[src/rtl/clock_phase_gen.sv]
// Multi-channel phase clock generator: a shared phase counter drives CHANNELS
// registered phase outputs with programmable rise/fall positions. New
// positions are staged in shadow registers and take effect at period wrap.
module clock_phase_gen #(
  parameter int PERIOD   = 80,
  parameter int CHANNELS = 3,
  parameter int CW       = $clog2(PERIOD)
) (
  input  logic                CLOCK_50,
  input  logic                RESET_N,
  input  logic                run,
  input  logic                step,
  input  logic                cfg_we,
  input  logic [2:0]          cfg_ch,
  input  logic [CW-1:0]       cfg_rise,
  input  logic [CW-1:0]       cfg_fall,
  output logic                cfg_err,
  output logic [CHANNELS-1:0] phi,
  output logic [CHANNELS-1:0] rise_stb,
  output logic [CHANNELS-1:0] fall_stb,
  output logic                period_stb,
  output logic                busy
);

  localparam logic [CW-1:0] LAST = CW'(PERIOD - 1);
  localparam logic [CW-1:0] HALF = CW'(PERIOD / 2);

  typedef enum logic [1:0] {
    IDLE = 2'd0,
    RUN  = 2'd1,
    STEP = 2'd2
  } state_t;

  state_t        state;
  state_t        state_nxt;
  logic [CW-1:0] cnt;
  logic          at_last;
  logic          wrap;
  logic          cfg_ok;
  logic          cfg_acc;

  logic [CW-1:0] sh_rise  [CHANNELS];
  logic [CW-1:0] sh_fall  [CHANNELS];
  logic [CW-1:0] act_rise [CHANNELS];
  logic [CW-1:0] act_fall [CHANNELS];

  assign at_last = (cnt == LAST);
  assign wrap    = busy && at_last;

  // A write is only taken when it targets an existing channel with in-range positions
  assign cfg_ok  = (int'(cfg_ch) < CHANNELS) &&
                   (int'(cfg_rise) < PERIOD) &&
                   (int'(cfg_fall) < PERIOD);
  assign cfg_acc = cfg_we && cfg_ok;

  // State register
  always_ff @(posedge CLOCK_50 or negedge RESET_N) begin
    if (!RESET_N) state <= IDLE;
    else          state <= state_nxt;
  end

  // Next state and busy; leaving RUN/STEP only happens at the wrap cycle
  always_comb begin
    state_nxt = state;
    busy      = 1'b0;
    case (state)
      IDLE: begin
        if (run)       state_nxt = RUN;
        else if (step) state_nxt = STEP;
      end
      RUN: begin
        busy = 1'b1;
        if (at_last && !run) state_nxt = IDLE;
      end
      STEP: begin
        busy = 1'b1;
        if (at_last) state_nxt = run ? RUN : IDLE;
      end
      default: state_nxt = IDLE;
    endcase
  end

  // Phase counter advances only while busy and wraps at PERIOD-1
  always_ff @(posedge CLOCK_50 or negedge RESET_N) begin
    if (!RESET_N)  cnt <= '0;
    else if (busy) cnt <= at_last ? '0 : cnt + CW'(1);
  end

  // Shadow/active position registers and rejected-write flag
  always_ff @(posedge CLOCK_50 or negedge RESET_N) begin
    if (!RESET_N) begin
      cfg_err <= 1'b0;
      for (int i = 0; i < CHANNELS; i++) begin
        sh_rise[i]  <= '0;
        sh_fall[i]  <= HALF;
        act_rise[i] <= '0;
        act_fall[i] <= HALF;
      end
    end else begin
      cfg_err <= cfg_we && !cfg_ok;
      for (int i = 0; i < CHANNELS; i++) begin
        if (cfg_acc && (cfg_ch == 3'(i))) begin
          sh_rise[i] <= cfg_rise;
          sh_fall[i] <= cfg_fall;
        end
        // Active copy uses the pre-edge shadow, so a write at wrap waits one period
        if (!busy || wrap) begin
          act_rise[i] <= sh_rise[i];
          act_fall[i] <= sh_fall[i];
        end
      end
    end
  end

  // Phase outputs and strobes; phi freezes and strobes stay low while idle
  always_ff @(posedge CLOCK_50 or negedge RESET_N) begin
    if (!RESET_N) begin
      phi        <= '0;
      rise_stb   <= '0;
      fall_stb   <= '0;
      period_stb <= 1'b0;
    end else begin
      rise_stb   <= '0;
      fall_stb   <= '0;
      period_stb <= wrap;
      if (busy) begin
        for (int i = 0; i < CHANNELS; i++) begin
          if (act_rise[i] == act_fall[i]) begin
            phi[i] <= 1'b0;
          end else if (cnt == act_rise[i]) begin
            phi[i]      <= 1'b1;
            rise_stb[i] <= !phi[i];
          end else if (cnt == act_fall[i]) begin
            phi[i]      <= 1'b0;
            fall_stb[i] <= phi[i];
          end
        end
      end
    end
  end

endmodule

[config.mk]
export PLATFORM = sky130hd
export DESIGN_NAME = clock_phase_gen
export DESIGN_NICKNAME = d
export VERILOG_FILES = /design/src/rtl/clock_phase_gen.sv
export SDC_FILE = /design/constraint.sdc
export NUM_CORES = 1
export LEC_CHECK = 0
export CAP_MARGIN = 25
export CORE_MARGIN = 2
export CORE_UTILIZATION = 50
export CTS_CLUSTER_SIZE = 20
export DETAILED_ROUTE_END_ITERATION = 7
export HOLD_SLACK_MARGIN = 0.1
export PLACE_DENSITY = 0.74
export SETUP_SLACK_MARGIN = 0.05
export SLEW_MARGIN = 20
export SYNTH_ARGS = -nofsm -noshare
export SYNTH_HDL_FRONTEND = slang
export SYNTH_SLANG_ARGS = --single-unit
[constraint.sdc]
create_clock -name CLOCK_50 -period 2.1 [get_ports CLOCK_50]
set_input_delay 0.315 -clock CLOCK_50 [delete_from_list [all_inputs] [get_ports CLOCK_50]]
set_output_delay 0.315 -clock CLOCK_50 [all_outputs]
set_load 0.01 [all_outputs]
==> qor.yml <==
outcome: "finished, final reports clean"
cts_made_buffers: 9
synthCells: 360
tightest_slew_ns: 0.6415
cts_root_buf: "clkbuf_8"
finalSetupViolations: 0
row_count: 35
routedWlPerCell_um: 17.31
worstPathMaxFanout: 14
min_from: "cfg_rise[5]"
dieWidth_um: 102.1
power_leakage_uw: 0.002623
grt_max_degree: 49
antenna_left: 0
crit_start: "cfg_rise[4]"
endpoint_kind: "flop"
grt_overflow: 0
fin_skew_ns: 0.009708
drive_gt1_frac: 0.3548
syn_area_per_cell_um2: 13.38
min_period_ns: 1.966
ys_seq_area_frac: 0.5435
synth_top_area_share: 0.4780
vias: 2880
start_util: 0.5187
antenna_found_initial: 0
dp_hpwl_um: 6950
grt_usage: 0.2000
die_h_um: 102.1
path_clk_slew_ns: 0.09
viasPerCell: 5.246
muxShareOfSynthArea: 0.2110
synthAdderAreaFrac: 0.01039
gp_congestion: 0.8382
fmax_mhz: 508.7
max_stage_delay_ns: 0.45
worst_slew_margin_rel: 0.5723
areaGrowthSynthToFinish_pct: 18.60
hold_viol_final: 0
grt_first_pass_wirelength_um: 15660
placed_area_um2: 5466
fin_cells: 549
syn_nets: 386
powerDensity_nw_per_um2: 1265
worstPathRequired_ns: 2.35
start_kind: "input port"
finalCritPeriodShare: 0.9361
ys_warn_count: 0
placed_cells: 529
die-area_um2: 10430
ys_types: 36
rsz0062_at_grt: "no"
cts_tree: "built"
criticalPathCategory: "input port to flop"
first_pass_iters: 4
slew_viol_final: 0
grt_pass1_vias: 3012
r2r_start: "cnt[0]"
stdcell_area_um2: 5712
crit_arrival_ns: 2.22
ios: 34
nNetsFinal: 441
wl_um: 9501
path_cells: "clkdlybuf4s50_1, o21ai_2, nand3_1, or3_4, or3_1, buf_12, mux2_4"
synth_flop_cell: "dfrtp_1"
diodes: 0
cts_sinks: 104
synth_top_family_by_area: "multiplexers"
clockBufferDepth: 2
async_flop_share: 1.000
ys_ff_latch: 104
max-vdd-ir-drop_v: 0.0005820
core_area_um2: 9284
drv_cap: 0
reg2reg_setup_slack_ns: 0.17
syn_area_um2: 4816
synthTopCellsByArea: "dfrtp_1 (48%), mux2_2 (18%), dfstp_2 (6.5%)"
htree_levels: 3
drc_errors: 0
post-synth-top-area-cell: "dfrtp_1"
yosys.area_share.simple: 0.06937
synth-edff-count: 0
critPathSlowestCell: "clkdlybuf4s50_1"
drt_iter0_drc: 77
clk_latency_ns: 0.37
hold_class: "input port to flop"
synth_compound_area_frac: 0.02364
synth_xor_area_frac: 0.1182
port_buffers: 33
## registers in the layout, summed over array words and instances, names as in the netlist
register	flops
sh_rise	21
act_fall	21
period_stb	1
rise_stb	3
fall_stb	3
cfg_err	1
state	2
cnt	7
sh_fall	21
phi	3
act_rise	21
## cell families (layout without fill, tap and decap cells)
family,after synthesis,count (layout)
xor gates and xnor gates,65,65
buffers and inverters,25,85
and+or+nand+nor,56,56
muxes,87,87
DFF,104,104
AOI/OAI and AO/OA,19,19
adders and majority gates,4,4
## where the power goes
| part | leakage, uW | total (uW) | switching [uW] | internal (uW) |
|---|---|---|---|---|
| logic | 0.00120 | 3030 | 1410 | 1620 |
| registers | 0.00133 | 3000 | 446 | 2550 |
| clock network | 0.0000906 | 1190 | 667 | 526 |
## synth_stat cells (3+ instances only)
cell type	n
nand4_1	10
a21oi_1	4
clkbuf_1	8
nor3_1	3
ha_1	4
buf_2	8
mux2_2	76
dfstp_2	12
nand2_1	8
nand3_1	6
o21ai_0	7
xnor2_1	32
a21boi_0	3
nor4_1	12
xor2_1	33
dfrtp_1	92
mux2_4	10
inv_1	7
nor2_1	3
## final cells by class
cell class	count	area, um2
Fill cell	764	3572
Sequential cell	104	2618
Multi-Input combinational cell	231	2095
Timing Repair Buffer	62	619.3
Clock buffer	12	165.2
Tap cell	129	161.4
Clock inverter	4	27.53
Inverter	7	26.28
## cell usage in the layout, fill, tap and decap left out, types with 3 or more instances in the layout
| cell type | count |
|---|---|
| buf_4 | 23 |
| mux2_4 | 10 |
| clkdlybuf4s50_1 | 30 |
| clkbuf_8 | 12 |
| dfrtp_1 | 92 |
| nor4_1 | 12 |
| nand2_1 | 8 |
| mux2_2 | 76 |
| a21oi_1 | 3 |
| xor2_1 | 33 |
| a21boi_0 | 3 |
| xnor2_1 | 32 |
| dfstp_2 | 12 |
| nand3_1 | 6 |
| o21ai_0 | 5 |
| nor3_1 | 3 |
| clkinvlp_4 | 3 |
| nor2_1 | 3 |
| nand4_1 | 10 |
| buf_12 | 5 |
| inv_1 | 7 |
| ha_1 | 4 |
## worst max-delay path, delay by kind of cell
| kind | cells | cell delay, ns |
|---|---|---|
| and+or+nand+nor | 3 | 0.81 |
| buffers and inverters | 2 | 0.63 |
| AOI/OAI and AO/OA | 1 | 0.16 |
| muxes | 1 | 0.29 |
## layer usage
layer  share of wire  global-route usage  vias up
met1            0.46              0.2699     1438
met2            0.48              0.3153       55
met5               0                   0        -
met3           0.030             0.03899       21
met4           0.030             0.09128        0
li1                -                   -     1366
## metrics by stage
| step | setup WS [ns] | utilization | TNS (ns) | hold slack [ns] | power (uW) |
|---|---|---|---|---|---|
| floorplan | 0.1334 | - | 0 | 0.01941 | 5161 |
| global placement | -0.3309 | 0.5888 | -11.69 | 0.3709 | 5910 |
| detailed placement | -0.3775 | 0.5888 | -13.77 | 0.3834 | 6045 |
| CTS | 0.05998 | 0.6106 | 0 | 0.4597 | 7250 |
| global route | 0.06714 | 0.6152 | 0 | 0.4054 | 7666 |
| finish | 0.1341 | 0.6152 | 0 | 0.4028 | 7224 |
## what timing repair did
action / 4_1_cts / 5_1_grt
endpoints found under the setup margin: 11 / 24
gates resized for setup: 2 / 6
hold buffers: 1 / 0
endpoints found under the hold margin: 40 / 0
setup buffers: 0 / 3
## final timing paths
check	end	cells after the start
worst max-delay path	sh_fall[16]	7
worst min-delay path	sh_rise[19]	3
worst max register to register	act_rise[5]	6
worst min register to register	rise_stb[1]	1
max in group asynchronous	act_fall[5]	3
min in group asynchronous	cfg_err	2
(Power assumes the default switching activity.)
